===== config.mk =====
export PLATFORM = sky130hd
export DESIGN_NAME = rotary_input_conditioner
export DESIGN_NICKNAME = d
export VERILOG_FILES = /design/src/rtl/rotary_input_conditioner.sv
export SDC_FILE = /design/constraint.sdc
export NUM_CORES = 1
export LEC_CHECK = 0
export ABC_AREA = 0
export CAP_MARGIN = 20
export CORE_MARGIN = 2
export CORE_UTILIZATION = 65
export CTS_BUF_LIST = sky130_fd_sc_hd__clkbuf_8
export CTS_CLUSTER_DIAMETER = 60
export DETAILED_ROUTE_END_ITERATION = 12
export GPL_TIMING_DRIVEN = 0
export PLACE_DENSITY = 0.9
export SYNTH_ARGS = -nofsm -noshare
export SYNTH_HDL_FRONTEND = slang
export SYNTH_SLANG_ARGS = --single-unit

===== constraint.sdc =====
create_clock -name qzt_clk -period 4.2 [get_ports qzt_clk]
set_clock_uncertainty 0.2 [all_clocks]
set_input_delay 0.84 -clock qzt_clk [delete_from_list [all_inputs] [get_ports qzt_clk]]
set_output_delay 0.84 -clock qzt_clk [all_outputs]
set_load 0.1 [all_outputs]

===== src/rtl/rotary_input_conditioner.sv =====
// rtl/rotary_input_conditioner.sv - rotary encoder front end: sync, debounce, optional step decode (ROT_STEP_DETECT_EN)
module rotary_input_conditioner #(
    parameter int DEBOUNCE_CYCLES = 50000,
    parameter int CNT_W           = 16
) (
    input  logic qzt_clk,
    input  logic reset,
    input  logic rotA_raw,
    input  logic rotB_raw,
    output logic rotA,
    output logic rotB,
    output logic step_up,
    output logic step_down,
    output logic step_err
);

    localparam logic [CNT_W-1:0] CNT_LAST = CNT_W'(DEBOUNCE_CYCLES - 1);
    localparam logic [CNT_W-1:0] CNT_ONE  = CNT_W'(1);

    logic             meta_a, meta_b;
    logic             s_a, s_b;
    logic [CNT_W-1:0] cnt_a, cnt_b;

    // Two-flop synchroniser per contact; nothing between the stages
    always_ff @(posedge qzt_clk or posedge reset) begin
        if (reset) begin
            meta_a <= 1'b0;
            meta_b <= 1'b0;
            s_a    <= 1'b0;
            s_b    <= 1'b0;
        end else begin
            meta_a <= rotA_raw;
            meta_b <= rotB_raw;
            s_a    <= meta_a;
            s_b    <= meta_b;
        end
    end

    // Debounce A: accept a new level only after it has differed for DEBOUNCE_CYCLES cycles in a row
    always_ff @(posedge qzt_clk or posedge reset) begin
        if (reset) begin
            cnt_a <= '0;
            rotA  <= 1'b0;
        end else if (s_a == rotA) begin
            cnt_a <= '0;
        end else if (cnt_a == CNT_LAST) begin
            rotA  <= s_a;
            cnt_a <= '0;
        end else begin
            cnt_a <= cnt_a + CNT_ONE;
        end
    end

    // Debounce B: same rule, fully independent of A
    always_ff @(posedge qzt_clk or posedge reset) begin
        if (reset) begin
            cnt_b <= '0;
            rotB  <= 1'b0;
        end else if (s_b == rotB) begin
            cnt_b <= '0;
        end else if (cnt_b == CNT_LAST) begin
            rotB  <= s_b;
            cnt_b <= '0;
        end else begin
            cnt_b <= cnt_b + CNT_ONE;
        end
    end

`ifdef ROT_STEP_DETECT_EN
    typedef enum logic [1:0] {
        IDLE    = 2'd0,
        B_FIRST = 2'd1,
        A_FIRST = 2'd2,
        DONE    = 2'd3
    } step_state_t;

    step_state_t state, state_nxt;
    logic        up_nxt, down_nxt, err_nxt;
    logic [1:0]  ab;

    assign ab = {rotA, rotB};

    // State register plus registered step pulses
    always_ff @(posedge qzt_clk or posedge reset) begin
        if (reset) begin
            state     <= IDLE;
            step_up   <= 1'b0;
            step_down <= 1'b0;
            step_err  <= 1'b0;
        end else begin
            state     <= state_nxt;
            step_up   <= up_nxt;
            step_down <= down_nxt;
            step_err  <= err_nxt;
        end
    end

    // Next state: track which contact moved first since the last 00 rest position
    always_comb begin
        state_nxt = state;
        case (state)
            IDLE: begin
                if (ab == 2'b01)      state_nxt = B_FIRST;
                else if (ab == 2'b10) state_nxt = A_FIRST;
                else if (ab == 2'b11) state_nxt = DONE;
            end
            B_FIRST: begin
                if (ab == 2'b11)      state_nxt = DONE;
                else if (ab == 2'b00) state_nxt = IDLE;
                else if (ab == 2'b10) state_nxt = A_FIRST;
            end
            A_FIRST: begin
                if (ab == 2'b11)      state_nxt = DONE;
                else if (ab == 2'b00) state_nxt = IDLE;
                else if (ab == 2'b01) state_nxt = B_FIRST;
            end
            default: begin
                if (ab == 2'b00)      state_nxt = IDLE;
            end
        endcase
    end

    // Pulse decode: B-first completion is an increment, A-first a decrement, a double change is an error
    always_comb begin
        up_nxt   = 1'b0;
        down_nxt = 1'b0;
        err_nxt  = 1'b0;
        case (state)
            IDLE:    err_nxt  = (ab == 2'b11);
            B_FIRST: begin
                up_nxt  = (ab == 2'b11);
                err_nxt = (ab == 2'b10);
            end
            A_FIRST: begin
                down_nxt = (ab == 2'b11);
                err_nxt  = (ab == 2'b01);
            end
            default: ;
        endcase
    end
`else
    assign step_up   = 1'b0;
    assign step_down = 1'b0;
    assign step_err  = 1'b0;
`endif

endmodule


==> impl_metrics.json, run 1 <==
{
  "run_status": "finished, final reports clean",
  "power.ir.vdd_worst_mv": 0.485,
  "cp_data_required_time_ns": 3.16,
  "initial_drc_count": 97,
  "min_period_over_period_pct": 68.4,
  "portBuffers": 5,
  "syn_avg_cell_area_um2": 10.2,
  "ff2ff_path_depth": 6,
  "r2r-end": "cnt_a[11]",
  "postCtsResizedCells": 0,
  "post-dp-hpwl_mm": 2.49,
  "leakagePower_uw": 0.000845,
  "crit-reg2reg-launch": "cnt_a[0]",
  "grt_pass1_wl_mm": 6.49,
  "vias_per_cell": 5.97,
  "setup_viol": 0,
  "timing.max_cap.violations": 0,
  "grt_antenna_before_repair": 0,
  "antennaDiodeCount": 0,
  "buffer_depth_of_the_longest_clock_path": 2,
  "hold_path_end": "s_b",
  "routabilityCongestion": 0.889,
  "layout.cell_area.non_filler_um2": 2060,
  "timing.critical_path.from_type": "flop",
  "criticalPathCategory": "flop to primary output",
  "final_period_minus_worst_setup_slack_ns": 2.87,
  "grt_start_max_net_pins": 21,
  "cts_root_buffer": "clkbuf_8",
  "setup-tns-final_ns": 0,
  "timing.critical_path.slowest_stage_cell": "clkdlybuf4s50_1",
  "starting_density_of_the_core_pct": 66.8,
  "timing.final.ws_setup_ns": 1.33,
  "largest_stage_delay_on_the_critical_path_ns": 1.15,
  "yosys_register_bits": 38,
  "post_cts.repair.setup_buffers": 0,
  "core_footprint_um2": 2690,
  "routed_wirelength_mm": 3.79,
  "netlist-cell-type-count": 25,
  "htreeDepth": 2,
  "asyncSetResetFlopFracSynth_pct": 100,
  "hold_viol_final": 0,
  "crit_path_max_fanout": 3,
  "cts_inserted_buffers": 5,
  "iteration_count_of_the_initial_detailed_routing_pass": 4,
  "worst_skew_pair.late_latency_ns": 0.29,
  "grt_pass1_vias": 1349,
  "finalMaxSlewViolations": 0,
  "critPathBufInv": 1,
  "route.vias.total": 1331,
  "worst_setup_hold_path_clk_slew_ns": 0.07,
  "synth_edf_count": 0,
  "design.die.area_um2": 3200,
  "worstHoldPathCells": 0,
  "tritoncts_clock_tree": "yes",
  "grt.overflow.total": 0,
  "final.hold.worst_slack_ns": 0.165,
  "setup_repair_after_global_routing_missed_its_margin": "false",
  "filler_free_cell_count_of_the_finished_design": 223,
  "dpl.cell_count": 215,
  "leading_register_cell_type_out_of_synthesis": "dfrtp_1",
  "post_synth_inst_count": 176,
  "synth_sequential_area_ratio_pct": 53.0,
  "synthesis.area_um2": 1800,
  "cp_cell_sequence": "clkdlybuf4s50_1",
  "cellPowerDensity_nw_per_um2": 391,
  "ys.warnings.count": 0,
  "hold_path_class": "flop to flop",
  "cp_data_arrival_time_ns": 1.83,
  "cts_hold_buf": 0,
  "min-delay-start": "meta_b",
  "detail_route.wl_per_cell_um": 17.0,
  "path_delay_family": "buffers and inverters",
  "floorplan.die.width_um": 56.6,
  "placement.cell_area_um2": 1920,
  "clkSinkCount": 38,
  "pin_count": 9,
  "layout-drive-gt1-share_pct": 8.85,
  "endpoint_kind": "primary output",
  "dp_worst_setup_slack_ns": 1.65,
  "max-slew-margin-rel_pct": 35.9,
  "groute.usage.overall_pct": 27.9,
  "rows": 19,
  "layout.nets": 197,
  "tightest_slew_ns": 0.959,
  "die_h_um": 56.6,
  "ant_nets": 0,
  "max_clock_freq_ghz": 0.348,
  "worst-r2r-setup-slack_ns": 2.01,
  "remaining_drc_errors": 0,
  "area_delta_synth_final_pct": 14.8
}
==> flip-flops by register name, indices dropped and copies added (netlist names) <==
signal	flops
s_b	1
rotB	1
cnt_a	16
meta_a	1
rotA	1
cnt_b	16
s_a	1
meta_b	1
==> worst max-delay path by stage <==
| stage | start | endpoint | slack [ns] | cells after the start |
|---|---|---|---|---|
| floorplan | rotB | rotB | 2.24 | 0 |
| global placement | reset | cnt_b[10] | 1.62 | 2 |
| detailed placement | rotB | rotB | 1.65 | 1 |
| CTS | rotA | rotA | 1.32 | 1 |
| global route | rotA | rotA | 1.29 | 1 |
| finish | rotA | rotA | 1.33 | 1 |
==> where the power goes <==
| group | internal (µW) | total [µW] | switching, µW |
|---|---|---|---|
| Clock | 253 | 383 | 130 |
| Combinational | 14.1 | 43.8 | 29.8 |
| Sequential | 372 | 379 | 7.20 |
==> cells in the final DEF (no fill, tap or decap) <==
cell,n
dfrtp_1,38
nor2_1,36
xnor2_1,23
nand3_1,11
nor4_1,9
nand4_1,8
nand2_1,8
inv_1,8
nor3_1,8
xor2_1,6
clkbuf_8,6
clkdlybuf4s50_1,5
buf_4,3
conb_1,3
and3_1,2
nor4bb_1,2
mux2_2,2
ha_1,2
bufinv_16,2
nor4b_1,1
clkbuf_1,1
o41ai_4,1
buf_6,1
nand3_2,1
or3_1,1
o31ai_1,1
or4_1,1
a21oi_1,1
buf_16,1
==> layer usage <==
metal | global-route usage (%) | up-vias | routed length [µm]
met5 | 0 | - | 0
met4 | 12.6 | 0 | 96
met3 | 8.53 | 12 | 188
met2 | 49.0 | 52 | 2080
met1 | 30.6 | 642 | 1420
li1 | - | 625 | -
==> logic make-up (layout without fill, tap and decap cells) <==
group | count (synthesis) | in the layout | synth area share (%)
AOI/OAI and AO/OA | 3 | 3 | 2.23
xor gates and xnor gates | 29 | 29 | 14.1
adders and majority gates | 2 | 2 | 1.39
buffers and inverters | 13 | 27 | 3.76
DFF | 38 | 38 | 53.0
muxes | 2 | 2 | 1.25
other | 1 | 3 | 0.209
and+or+nand+nor | 88 | 88 | 24.0
==> cell usage after synthesis (3+ instances only) <==
| cell type | instances | area, µm² |
|---|---|---|
| buf_4 | 3 | 22.5 |
| nand2_1 | 8 | 30.0 |
| xor2_1 | 6 | 52.6 |
| nor4_1 | 9 | 56.3 |
| nor2_1 | 36 | 135 |
| nor3_1 | 8 | 40.0 |
| nand3_1 | 11 | 55.1 |
| dfrtp_1 | 38 | 951 |
| inv_1 | 8 | 30.0 |
| xnor2_1 | 23 | 201 |
| nand4_1 | 8 | 50.1 |
==> cell type report <==
class / count / area [µm²]
clock buffers: 6 / 82.6
multi-input cells: 127 / 785
fillers: 165 / 624
inverters: 8 / 30.0
clock inverters: 2 / 60.1
well taps: 31 / 38.8
plain buffers: 5 / 37.5
flip-flops and latches: 38 / 951
repair buffers: 6 / 77.6
==> through the flow <==
stage	total power, µW	util [%]
after floorplan	416	-
after global placement	423	70.4
after detailed placement	428	71.4
after CTS	808	76.8
after global routing	829	76.8
final	806	76.8
Note: power is estimated with default switching activity, not from simulation.
==> run 2, diff against run 1 <==
--- a/config.mk
+++ b/config.mk
@@ -8,12 +8,12 @@
 export ABC_AREA = 0
 export CAP_MARGIN = 20
 export CORE_MARGIN = 2
-export CORE_UTILIZATION = 65
+export CORE_UTILIZATION = 61
 export CTS_BUF_LIST = sky130_fd_sc_hd__clkbuf_8
 export CTS_CLUSTER_DIAMETER = 60
 export DETAILED_ROUTE_END_ITERATION = 12
 export GPL_TIMING_DRIVEN = 0
-export PLACE_DENSITY = 0.9
+export PLACE_DENSITY = 0.86
 export SYNTH_ARGS = -nofsm -noshare
 export SYNTH_HDL_FRONTEND = slang
 export SYNTH_SLANG_ARGS = --single-unit
==> constraint.sdc (replaced) <==
create_clock -name qzt_clk -period 2.85 [get_ports qzt_clk]
set_clock_uncertainty 0.2 [all_clocks]
set_input_delay 0.57 -clock qzt_clk [delete_from_list [all_inputs] [get_ports qzt_clk]]
set_output_delay 0.57 -clock qzt_clk [all_outputs]
set_load 0.1 [all_outputs]
==> run 2 against run 1 <==
Effect of this change:
- setup slack worse by 1.1 ns
- sequential power up 47%
- critical path depth unchanged
- sequential cell count unchanged
- first-iteration DRC count down 39%
- non-clock buffer count unchanged
- largest power group unchanged
==> impl_metrics.json, run 2 (synthesis results as in run 1) <==
{
  "placement.cell_area_um2": 1910,
  "hold_viol_final": 0,
  "grt_start_max_net_pins": 24,
  "tightest_slew_ns": 0.967,
  "postCtsResizedCells": 0,
  "hold_path_class": "flop to flop",
  "top_usage_layer": "met2",
  "detail_route.wl_per_cell_um": 15.3,
  "min_period_over_period_pct": 91.2,
  "post-dp-hpwl_mm": 2.33,
  "floorplan.die.width_um": 58.3,
  "crit_path_max_fanout": 3,
  "final_period_minus_worst_setup_slack_ns": 2.60,
  "pin_count": 9,
  "max-slew-margin-rel_pct": 35.3,
  "final_common_cell": "dfrtp_1",
  "timing.critical_path.slowest_stage_cell": "clkdlybuf4s50_1",
  "finalPower_uw": 1180,
  "cts_hold_buf": 0,
  "dpl.cell_count": 215,
  "endpoint_kind": "primary output",
  "grt.overflow.total": 0,
  "power_switching_share_pct": 20.4,
  "remaining_drc_errors": 0,
  "rows": 19,
  "power.net_switching_uw": 241,
  "starting_density_of_the_core_pct": 64.6,
  "portBuffers": 5,
  "setup-tns-final_ns": 0,
  "cts_inserted_buffers": 5,
  "worst_skew_pair.late_latency_ns": 0.29,
  "grt_antenna_before_repair": 0,
  "route.vias.total": 1326,
  "leakagePower_uw": 0.000840,
  "timing.max_cap.violations": 0,
  "htreeDepth": 2,
  "grt_pass1_wl_mm": 6.18,
  "filler_free_cell_count_of_the_finished_design": 223,
  "cp_data_required_time_ns": 2.08,
  "worst_setup_hold_path_clk_slew_ns": 0.07,
  "core_footprint_um2": 2780,
  "cp_cell_sequence": "clkdlybuf4s50_1",
  "layout.cells.most_common_list": "38 x dfrtp_1, 36 x nor2_1, 23 x xnor2_1",
  "setup_repair_after_global_routing_missed_its_margin": "false",
  "ant_nets": 0,
  "post_cts.repair.setup_buffers": 0,
  "power_frac_seq_pct": 47.1,
  "tritoncts_clock_tree": "yes",
  "timing.final.ws_setup_ns": 0.252,
  "gr-usage-met3_pct": 6.25,
  "cellPowerDensity_nw_per_um2": 577,
  "finalMaxSlewViolations": 0,
  "path_delay_family": "buffers and inverters",
  "run_status": "finished, final reports clean",
  "reg.largest.list": "cnt_a: 16 flops, cnt_b: 16 flops",
  "grt.met1_usage_pct": 31.9,
  "power_frac_comb_pct": 5.1,
  "buffer_depth_of_the_longest_clock_path": 2,
  "cts_root_buffer": "clkbuf_8",
  "routabilityCongestion": 0.894,
  "clkSinkCount": 38,
  "layout-drive-gt1-share_pct": 8.85,
  "critPathBufInv": 1,
  "area_delta_synth_final_pct": 14.1,
  "layout.nets": 197,
  "groute.layer.met2.usage_pct": 37.8,
  "initial_drc_count": 59,
  "antennaDiodeCount": 0,
  "design.die.area_um2": 3390,
  "power.ir.vdd_worst_mv": 0.776,
  "vias_per_cell": 5.95,
  "max_clock_freq_ghz": 0.385,
  "layout.cell_area.non_filler_um2": 2050,
  "grt_pass1_vias": 1346,
  "criticalPathCategory": "flop to primary output",
  "groute.usage.overall_pct": 25.1,
  "dp_worst_setup_slack_ns": 0.567,
  "p_clk_share_pct": 47.7,
  "die_h_um": 58.3,
  "routed_wirelength_mm": 3.41,
  "largest_stage_delay_on_the_critical_path_ns": 1.15,
  "cp_data_arrival_time_ns": 1.83,
  "setup_viol": 0,
  "iteration_count_of_the_initial_detailed_routing_pass": 4,
  "timing.critical_path.from_type": "flop",
  "internal_power_uw": 940
}
[run 2: changes by cell type in the layout (fill, tap and decap cells not counted)]
cell	change
buf_8	+1
buf_16	-1
[run 2: path summary, 6_finish.rpt]
kind | depth (start not counted) | endpoint | start | slack (ns)
worst min register to register | 0 | s_b | meta_b | 0.15
worst min-delay path | 0 | s_b | meta_b | 0.15
worst max register to register | 5 | cnt_a[13] | cnt_a[12] | 0.73
worst max-delay path | 1 | rotA | rotA | 0.25
max in group asynchronous | 3 | cnt_a[4] | reset | 1.30
min in group asynchronous | 2 | cnt_b[5] | reset | 0.56
[run 2: per-layer routing]
layer,up-vias,part of all wire (%)
li1,620,-
met1,640,44
met2,52,46
met3,14,6.0
met4,0,3.6
met5,-,0
[run 2: area by class of cell]
| type | instances | area, µm² |
|---|---|---|
| Multi-Input combinational cell | 127 | 785 |
| Tap cell | 31 | 38.8 |
| Clock inverter | 2 | 60.1 |
| Fill cell | 174 | 732 |
| Sequential cell | 38 | 951 |
| Timing Repair Buffer | 6 | 65.1 |
| Clock buffer | 6 | 82.6 |
| Buffer | 5 | 37.5 |
| Inverter | 8 | 30.0 |
[run 2: metrics by stage]
stage / util [%] / hold WS [ns]
2_1_floorplan: - / 0.131
3_3_place_gp: 68.0 / 0.140
3_5_place_dp: 68.6 / 0.136
4_1_cts: 73.7 / 0.153
5_1_grt: 73.7 / 0.168
6_report: 73.7 / 0.151
[run 2: power groups by stage]
stage | clock network [µW] | registers [µW] | logic, µW
after floorplan | 0 | 566 | 47.4
after global placement | 0 | 567 | 56.6
final | 564 | 557 | 60.6
after CTS | 574 | 557 | 61.9
after global routing | 583 | 558 | 68.1
after detailed placement | 0 | 568 | 61.7
==> run 3, diff against run 2 <==
--- a/config.mk
+++ b/config.mk
@@ -14,6 +14,7 @@
 export DETAILED_ROUTE_END_ITERATION = 12
 export GPL_TIMING_DRIVEN = 0
 export PLACE_DENSITY = 0.86
+export SLEW_MARGIN = 20
 export SYNTH_ARGS = -nofsm -noshare
 export SYNTH_HDL_FRONTEND = slang
 export SYNTH_SLANG_ARGS = --single-unit
==> run 3 against run 2 <==
Effect of this change:
- maximum frequency shrank 0.64%
- sequential cell count unchanged
- power is 2.1% lower
- core utilization decreased by 0.72 points
- global-route usage down 0.23 points
- register-to-register slack lost 0.03 ns
- via count rose by 0.45%
- first-iteration DRC count increased by 34%
- die area did not move
- critical path type unchanged
==> impl_metrics.json, run 3 (synthesis results as in run 1) <==
{
  "run_status": "finished, final reports clean",
  "timing.critical_path.from_type": "flop",
  "post_cts.repair.setup_buffers": 0,
  "area_delta_synth_final_pct": 13.0,
  "worst_setup_hold_path_clk_slew_ns": 0.07,
  "p_clk_share_pct": 46.7,
  "criticalPathCategory": "flop to primary output",
  "cp_cell_sequence": "clkdlybuf4s50_1",
  "iteration_count_of_the_initial_detailed_routing_pass": 5,
  "ant_nets": 0,
  "dp_worst_setup_slack_ns": 0.562,
  "finalPower_uw": 1160,
  "endpoint_kind": "primary output",
  "die_h_um": 58.3,
  "grt_start_max_net_pins": 39,
  "cp_data_arrival_time_ns": 1.84,
  "reg.largest.list": "cnt_a: 16 flops, cnt_b: 16 flops",
  "largest_stage_delay_on_the_critical_path_ns": 1.15,
  "seq_area_um2": 951,
  "cts_hold_buf": 0,
  "cts_root_buffer": "clkbuf_8",
  "setup_repair_after_global_routing_missed_its_margin": "false",
  "cp_data_required_time_ns": 2.08,
  "portBuffers": 5,
  "hold_viol_final": 0,
  "final.hold.worst_slack_ns": 0.161,
  "setup-tns-final_ns": 0,
  "critPathBufInv": 1,
  "pin_count": 9,
  "timing.final.ws_setup_ns": 0.235,
  "max_clock_freq_ghz": 0.382,
  "starting_density_of_the_core_pct": 64.6,
  "cellPowerDensity_nw_per_um2": 570,
  "setup.worst_path.start": "rotA",
  "grt_antenna_before_repair": 0,
  "finalMaxSlewViolations": 0,
  "design.die.area_um2": 3390,
  "max-slew-margin-rel_pct": 35.4,
  "detail_route.wl_per_cell_um": 15.6,
  "min-delay-start": "meta_a",
  "crit-reg2reg-launch": "cnt_a[0]",
  "power.net_switching_uw": 241,
  "path_delay_family": "buffers and inverters",
  "route.vias.total": 1332,
  "worst_skew_pair.late_latency_ns": 0.29,
  "routabilityCongestion": 0.894,
  "layout.nets": 196,
  "hold_path_class": "flop to flop",
  "rows": 19,
  "layout-drive-gt1-share_pct": 8.90,
  "final_period_minus_worst_setup_slack_ns": 2.61,
  "post-dp-hpwl_mm": 2.28,
  "antennaDiodeCount": 0,
  "min_period_over_period_pct": 91.8,
  "filler_free_cell_count_of_the_finished_design": 222,
  "power_switching_share_pct": 20.8,
  "crit_path_max_fanout": 3,
  "floorplan.die.width_um": 58.3,
  "grt_pass1_wl_mm": 6.20,
  "vias_per_cell": 6.00,
  "clkSinkCount": 38,
  "buffer_depth_of_the_longest_clock_path": 2,
  "timing.critical_path.slowest_stage_cell": "clkdlybuf4s50_1",
  "cts_inserted_buffers": 5,
  "layout.cells.most_common_list": "38 x dfrtp_1, 36 x nor2_1, 23 x xnor2_1",
  "power_frac_seq_pct": 48.2,
  "dpl.cell_count": 214,
  "tritoncts_clock_tree": "yes",
  "tightest_slew_ns": 0.966,
  "setup_viol": 0,
  "remaining_drc_errors": 0,
  "internal_power_uw": 916,
  "htreeDepth": 2,
  "grt_pass1_vias": 1372,
  "groute.usage.overall_pct": 24.8,
  "multi_input_area_um2": 785,
  "initial_drc_count": 79,
  "fillcell_total": 184,
  "leakagePower_uw": 0.000828,
  "grt.overflow.total": 0,
  "timing.max_cap.violations": 0,
  "final_common_cell": "dfrtp_1",
  "power.ir.vdd_worst_mv": 0.719,
  "power_frac_comb_pct": 5.1,
  "routed_wirelength_mm": 3.47,
  "core_footprint_um2": 2780,
  "postCtsResizedCells": 0
}
run 3: cell types whose count changed in the layout (fill, tap and decap cells not counted), sizes merged:
| cell | before | now |
|---|---|---|
| clkinv | 0 | 1 |
| clkbuf | 7 | 6 |
| buf | 5 | 4 |
run 3: power by group through the flow:
stage | Sequential [µW] | Combinational (µW) | Clock, µW
after floorplan | 566 | 47.4 | 0
after global placement | 567 | 56.6 | 0
after detailed placement | 568 | 59.2 | 0
after CTS | 557 | 59.8 | 546
after global routing | 559 | 65.2 | 566
final | 558 | 58.6 | 540
run 3: final timing paths:
path	end	slack, ns	cells past startpoint
setup / recovery	rotA	0.24	1
hold / removal	s_a	0.16	0
setup reg to reg	cnt_a[7]	0.70	6
hold reg to reg	s_a	0.16	0
max in group asynchronous	meta_a	1.42	2
min in group asynchronous	cnt_b[7]	0.54	2
run 3: worst register-to-register path, cell delays in order, from the launching register on:
cell and delay [ns]:
dfrtp_1 0.39, ha_1 0.22, and3_1 0.24, nand4_1 0.20, nand2_1 0.25, clkbuf_1 0.42, nor2_1 0.10
run 3: cell type report:
cell class / instances / share of cell area [%]
Buffer: 5 / 1.85
Clock buffer: 5 / 3.39
Clock inverter: 3 / 3.39
Inverter: 8 / 1.48
Multi-Input combinational cell: 127 / 38.7
Sequential cell: 38 / 46.9
Tap cell: 31 / 1.91
Timing Repair Buffer: 5 / 2.47
run 3: per-layer routing:
layer	up-vias	track usage, %	wire length [µm]
met5	-	0	0
met3	22	6.92	209
met1	633	30.2	1440
met4	0	13.0	147
met2	57	40.4	1670
li1	620	-	-
run 3: stage by stage:
step           cell area, µm²  util (%)
2_1_floorplan            1800         -
3_3_place_gp             1890      68.0
3_5_place_dp             1890      68.0
4_1_cts                  2030      73.0
5_1_grt                  2030      73.0
6_report                 2030      73.0
